**src/rtl/nibble_datapath.sv**
```systemverilog
// nibble_datapath: fetch/execute datapath of the nibble processor.
// Holds PC, IR, operand latch B and the accumulator, and executes the
// control word issued by the central control FSM. The opcode field of the
// IR is returned to the FSM on `op`.
// Instruction word: {op[1:0], imm[DW-1:0]}.
// Optional feature: define NIBBLE_ZFLAG_EN to build the registered
// accumulator-zero flag; otherwise `zero` is tied low.
module nibble_datapath #(
    parameter int PC_W     = 4,
    parameter int DW       = 4,
    parameter int RESET_PC = 0
) (
    input  logic            clk,
    input  logic            reset,
    input  logic [1:0]      ctl,
    output logic [PC_W-1:0] mem_addr,
    input  logic [DW+1:0]   mem_rdata,
    output logic [1:0]      op,
    output logic [DW-1:0]   acc,
    output logic            carry,
    output logic            halted,
    output logic            err,
    output logic            zero
);

    typedef enum logic [1:0] {
        PH_IDLE   = 2'b00,
        PH_DECODE = 2'b01,
        PH_EXEC   = 2'b10
    } phase_t;

    localparam logic [1:0] CTL_HALT  = 2'b00;
    localparam logic [1:0] CTL_EXEC  = 2'b01;
    localparam logic [1:0] CTL_FETCH = 2'b10;
    localparam logic [1:0] CTL_ILL   = 2'b11;

    localparam logic [1:0] OP_LDI = 2'b00;
    localparam logic [1:0] OP_ADD = 2'b01;

    // Architectural state
    logic [PC_W-1:0] pc_r;
    logic [DW+1:0]   ir_r;
    logic [DW-1:0]   b_r;
    logic [DW-1:0]   acc_r;
    logic            carry_r;
    logic            halted_r;
    logic            err_r;
    phase_t          phase_r;

    // Next-state values
    logic [PC_W-1:0] pc_s;
    logic [DW+1:0]   ir_s;
    logic [DW-1:0]   b_s;
    logic [DW-1:0]   acc_s;
    logic            carry_s;
    logic            halted_s;
    logic            err_s;
    phase_t          phase_s;

    logic [1:0]      op_s;
    logic [DW-1:0]   imm_s;
    logic [DW:0]     sum_s;

    assign op_s  = ir_r[DW+1:DW];
    assign imm_s = ir_r[DW-1:0];
    // Carry-out is the extra top bit of a DW+1 bit add.
    assign sum_s = {1'b0, acc_r} + {1'b0, b_r};

    // Next-state decode of the control word against the current phase
    always_comb begin
        pc_s     = pc_r;
        ir_s     = ir_r;
        b_s      = b_r;
        acc_s    = acc_r;
        carry_s  = carry_r;
        halted_s = halted_r;
        err_s    = err_r;
        phase_s  = phase_r;
        case (ctl)
            CTL_FETCH: begin
                ir_s    = mem_rdata;
                pc_s    = pc_r + PC_W'(1);
                phase_s = PH_DECODE;
            end
            CTL_EXEC: begin
                case (phase_r)
                    PH_DECODE: begin
                        case (op_s)
                            OP_LDI: begin
                                acc_s   = imm_s;
                                phase_s = PH_IDLE;
                            end
                            OP_ADD: begin
                                b_s     = imm_s;
                                phase_s = PH_EXEC;
                            end
                            default: begin
                                halted_s = 1'b1;
                                phase_s  = PH_IDLE;
                            end
                        endcase
                    end
                    PH_EXEC: begin
                        acc_s   = sum_s[DW-1:0];
                        carry_s = sum_s[DW];
                        phase_s = PH_IDLE;
                    end
                    default: begin
                        // Execute request with no instruction pending is ignored.
                        phase_s = phase_r;
                    end
                endcase
            end
            CTL_ILL: begin
                err_s = 1'b1;
            end
            default: begin
                // Halt: every register holds.
                phase_s = phase_r;
            end
        endcase
    end

    // State register with synchronous reset
    always_ff @(posedge clk) begin
        if (reset) begin
            pc_r     <= PC_W'(RESET_PC);
            ir_r     <= '0;
            b_r      <= '0;
            acc_r    <= '0;
            carry_r  <= 1'b0;
            halted_r <= 1'b0;
            err_r    <= 1'b0;
            phase_r  <= PH_IDLE;
        end else begin
            pc_r     <= pc_s;
            ir_r     <= ir_s;
            b_r      <= b_s;
            acc_r    <= acc_s;
            carry_r  <= carry_s;
            halted_r <= halted_s;
            err_r    <= err_s;
            phase_r  <= phase_s;
        end
    end

`ifdef NIBBLE_ZFLAG_EN
    logic zero_r;
    logic acc_wr_s;

    // An accumulator write happens on LDI decode or ADD execute
    always_comb begin
        acc_wr_s = (ctl == CTL_EXEC) &&
                   (((phase_r == PH_DECODE) && (op_s == OP_LDI)) ||
                    (phase_r == PH_EXEC));
    end

    // Zero flag tracks the value written into the accumulator
    always_ff @(posedge clk) begin
        if (reset) begin
            zero_r <= 1'b0;
        end else if (acc_wr_s) begin
            zero_r <= (acc_s == '0);
        end else begin
            zero_r <= zero_r;
        end
    end

    assign zero = zero_r;
`else
    assign zero = 1'b0;
`endif

    assign mem_addr = pc_r;
    assign op       = op_s;
    assign acc      = acc_r;
    assign carry    = carry_r;
    assign halted   = halted_r;
    assign err      = err_r;

endmodule

```
**config.mk**
```make
export PLATFORM = sky130hd
export DESIGN_NAME = nibble_datapath
export DESIGN_NICKNAME = d
export VERILOG_FILES = /design/src/rtl/nibble_datapath.sv
export SDC_FILE = /design/constraint.sdc
export NUM_CORES = 1
export LEC_CHECK = 0
export CAP_MARGIN = 20
export CORE_ASPECT_RATIO = 1.2
export CORE_UTILIZATION = 40
export DETAILED_ROUTE_END_ITERATION = 7
export GPL_ROUTABILITY_DRIVEN = 0
export PLACE_DENSITY = 0.77
export SYNTH_ARGS = -nofsm -noshare
export SYNTH_HDL_FRONTEND = slang
export SYNTH_SLANG_ARGS = --single-unit
```
**constraint.sdc**
```tcl
create_clock -name clk -period 2.15 [get_ports clk]
set_clock_uncertainty 0.2 [all_clocks]
set_input_delay 0.43 -clock clk [delete_from_list [all_inputs] [get_ports clk]]
set_output_delay 0.43 -clock clk [all_outputs]
set_load 0.1 [all_outputs]
```
==> summary.md <==
| Metric | Value |
|---|---|
| Status | `complete, no violations` |
| Post-synthesis sequential area ratio | `42.0%` |
| EDFF count, synth | `0` |
| Post-CTS Repair Setup Buffers | `0` |
| Pint | `0.000571 W` |
| Synth-to-layout area growth | `29.0%` |
| Fmax | `541 MHz` |
| Chip height | `just under 60 µm` |
| Row count | `20` |
| Largest net degree at the start of global routing | `24` |
| Starting Density | `between 40% and 50%` |
| Top layer in use | `met4` |
| CP Capture Type | `flip-flop` |
| GRT Overall Usage | `16.1%` |
| Routed vias/inst | `roughly 5.2` |
| First-pass GRT wire length | `3700 µm` |
| Critical path class | `reg -> reg` |
| Fillers | `230` |
| Post-DP HPWL | `1600 µm` |
| FFs w/ async S/R, synth | `0%` |
| Main synth FF type | `dfxtp_1` |
| Met2 wire length | `between 1000 and 1500 µm` |
| WP data arrival | `approximately 1.9 ns` |
| Initial antenna violation count | `0` |
| Drt first pass iters | `4` |
| Fraction of layout cells with a size suffix above 1 | `20.6%` |
| Nets | `160` |
| Num CTS Buffers | `3` |
| Tot Pwr | `0.000804 W` |
| Sequential share of power | `56.4%` |
| Post-CTS sizing | `0` |
| Crit path max-delay family | `simple AND/OR/NAND/NOR gates` |
| Core footprint | `approximately 2600 µm²` |
| Sum of routed wire segments on met1 | `915 µm` |
| Antenna viol nets, final | `0` |
| Number of global-route vias before repair | `882` |
| Worst endpoint required time | `2.15 ns` |
| I/O pin count | `24` |
| Max VDD drop | `0.416 mV` |
| Root Buffer | `clkbuf_4` |
| Insertion delay to the later sink of the worst-skew pair | `0.30 ns` |
| Cell Area, Synth | `1100 µm²` |
| DRT Wirelength | `2100 µm` |
| Period minus WS final | `1.85 ns` |
| CP Cell Sequence | `inv_1 -> ha_1 -> or3b_4 -> a21oi_4 -> mux2i_1 -> nor2_1` |
| CP Buf/Inv Count | `1` |
| Leakage power | `0.569 nW` |
| Largest cells by area after synthesis | `dfxtp_1 42%, ha_1 8.0%, mux2i_1 7.3%` |
| Fin. max-slew vios | `0` |
| Setup TNS | `0 ns` |
| Yosys top cell by area | `dfxtp_1` |
| Seq cells post-synth | `23` |
| Syn Nets | `138` |
| Slowest-stage cell, CP | `or3b_4` |
| Die area | `2960 µm²` |
| Clk slew on worst S/H paths | `0.12 ns` |
| DR iter-0 viols | `6` |
| DRC Markers | `0` |
| WL met3 | `75 µm` |
| PortBufs | `22` |
| Setup violations, final | `0` |
| Hold-fix buffers, CTS | `0` |
| Max Root-Sink Buffers | `2` |
| Net switching power | `~0.00023 W` |
| YS warnings | `0` |
| HP Start | `ir_r[0]` |
| Mapped Cells | `between 100 and 150` |
| Number of max-cap violations | `0` |
| Delay of the slowest critical-path stage | `0.41 ns` |
| Share of power burned in the clock network | `23.9%` |
| Sw Share | `29.1%` |
| Crit share post-route | `86.0%` |
| Cell Pwr Density | `568 nW/µm²` |
| Antenna fix cells | `0` |
| Worst hold path class | `reg -> reg` |
| Share of the synthesized area in the top cell type | `42.0%` |
| Wire length per cell | `12.1 µm` |
| TritonCTS clock tree | `yes` |
| Power share of the combinational group | `19.6%` |
| CP max FO | `7` |
| CP Launch Type | `flip-flop` |
| Total congestion overflow | `0` |
| RSZ-0062 raised after global routing | `false` |
| Final Hold Viols | `0` |
| Synthesized area per cell | `9.14 µm²` |
| H-tree depth | `1` |
| Via count | `899` |
| Die X | `49.8 µm` |
| Crit path launch | `phase_r[1]` |
| CTS sink count | `23` |
| Reg2reg start | `phase_r[1]` |
| Synth cell types | `32` |
tightest hold or removal path: cells and delay by family (launching register included):
kind / cells / cell delay (ns)
DFF: 1 / 0.35
AOI/OAI and AO/OA: 1 / 0.05
and+or+nand+nor: 1 / 0.06
cells in the mapped netlist, types with 2 or more instances:
library cell and number:
nand2_1 15, dfxtp_1 23, buf_4 3, mux2i_1 8, xnor2_1 2, clkbuf_1 4
xor2_1 2, a21o_1 2, a21oi_1 11, nor2b_1 2, buf_2 2, nor2_1 14
a211oi_1 3, inv_1 2, ha_1 7, nand2b_1 4
sequential cells by signal, summed over array words and instances (netlist names):
register and flops:
halted 1, mem_addr 4, phase_r 2, ir_r 6
b_r 4, err 1, carry 1, acc 4
cell families (layout without fill, tap and decap cells):
| group | count (synthesis) | in the layout | share of synthesized area (%) |
|---|---|---|---|
| other | 1 | 1 | 0.342 |
| AO/OA/AOI/OAI | 21 | 21 | 13.1 |
| flip-flops | 23 | 23 | 42.0 |
| buffers and inverters | 11 | 32 | 5.02 |
| XOR/XNOR | 4 | 4 | 3.19 |
| multiplexers | 8 | 8 | 7.30 |
| adder cells (fa/ha/maj) | 8 | 8 | 9.81 |
| AND/OR/NAND/NOR | 44 | 44 | 19.3 |
power by group through the flow:
| stage | clock network (W) | registers (W) | logic [W] |
|---|---|---|---|
| 6_report | 0.000193 | 0.000454 | 0.000158 |
| 3_3_place_gp | 0 | 0.000462 | 0.000156 |
| 5_1_grt | 0.000217 | 0.000456 | 0.000168 |
| 4_1_cts | 0.000196 | 0.000454 | 0.000159 |
| 3_5_place_dp | 0 | 0.000463 | 0.000159 |
| 2_1_floorplan | 0 | 0.000499 | 0.0000664 |
worst paths after layout:
kind,slack (ns),endpoint,cells past startpoint
hold / removal,0.29,ir_r[0],2
setup / recovery,0.30,acc[2],6
setup reg to reg,0.30,acc[2],6
hold reg to reg,0.29,ir_r[0],2
layout make-up:
type | instances | area [µm²] | area share, %
clock buffers | 4 | 26.3 | 1.86
inverters | 2 | 7.51 | 0.531
multi-input cells | 86 | 582 | 41.1
flip-flops and latches | 23 | 465 | 32.9
well taps | 33 | 41.3 | 2.92
repair buffers | 26 | 293 | 20.7
routing by layer:
layer	vias to the layer above	GRT usage, %
li1	447	-
met1	426	19.3
met5	-	0
met4	0	6.12
met2	22	29.7
met3	4	1.54
through the flow:
stage,std cells,hold WS (ns),setup slack (ns),area [µm²],util (%)
global route,174,0.316,0.130,1420,54.9
finish,174,0.287,0.301,1420,54.9
detailed placement,170,0.260,0.0729,1390,53.9
CTS,174,0.289,0.281,1420,54.9
global placement,170,0.256,0.143,1390,53.9
floorplan,120,0.248,0.138,1100,-
layout by cell type, fill, tap and decap left out:
master / n
dfxtp_1: 19
nand2_1: 15
nor2_1: 14
a21oi_1: 11
buf_4: 11
clkdlybuf4s50_1: 9
mux2i_1: 8
ha_1: 7
buf_12: 6
nand2b_1: 4
dfxtp_2: 4
a211oi_1: 3
clkbuf_4: 3
inv_1: 2
nor2b_1: 2
xor2_1: 2
xnor2_1: 2
a21o_1: 2
and4b_2: 1
or3b_4: 1
a21oi_4: 1
nand4_1: 1
and3_1: 1
o21ai_0: 1
or3_1: 1
nand3_1: 1
nor2_2: 1
a311oi_2: 1
a311oi_1: 1
a31oi_1: 1
nor3b_1: 1
nor3_1: 1
fa_1: 1
conb_1: 1
clkbuf_1: 1
No activity file was read; power rests on OpenSTA's default activity.
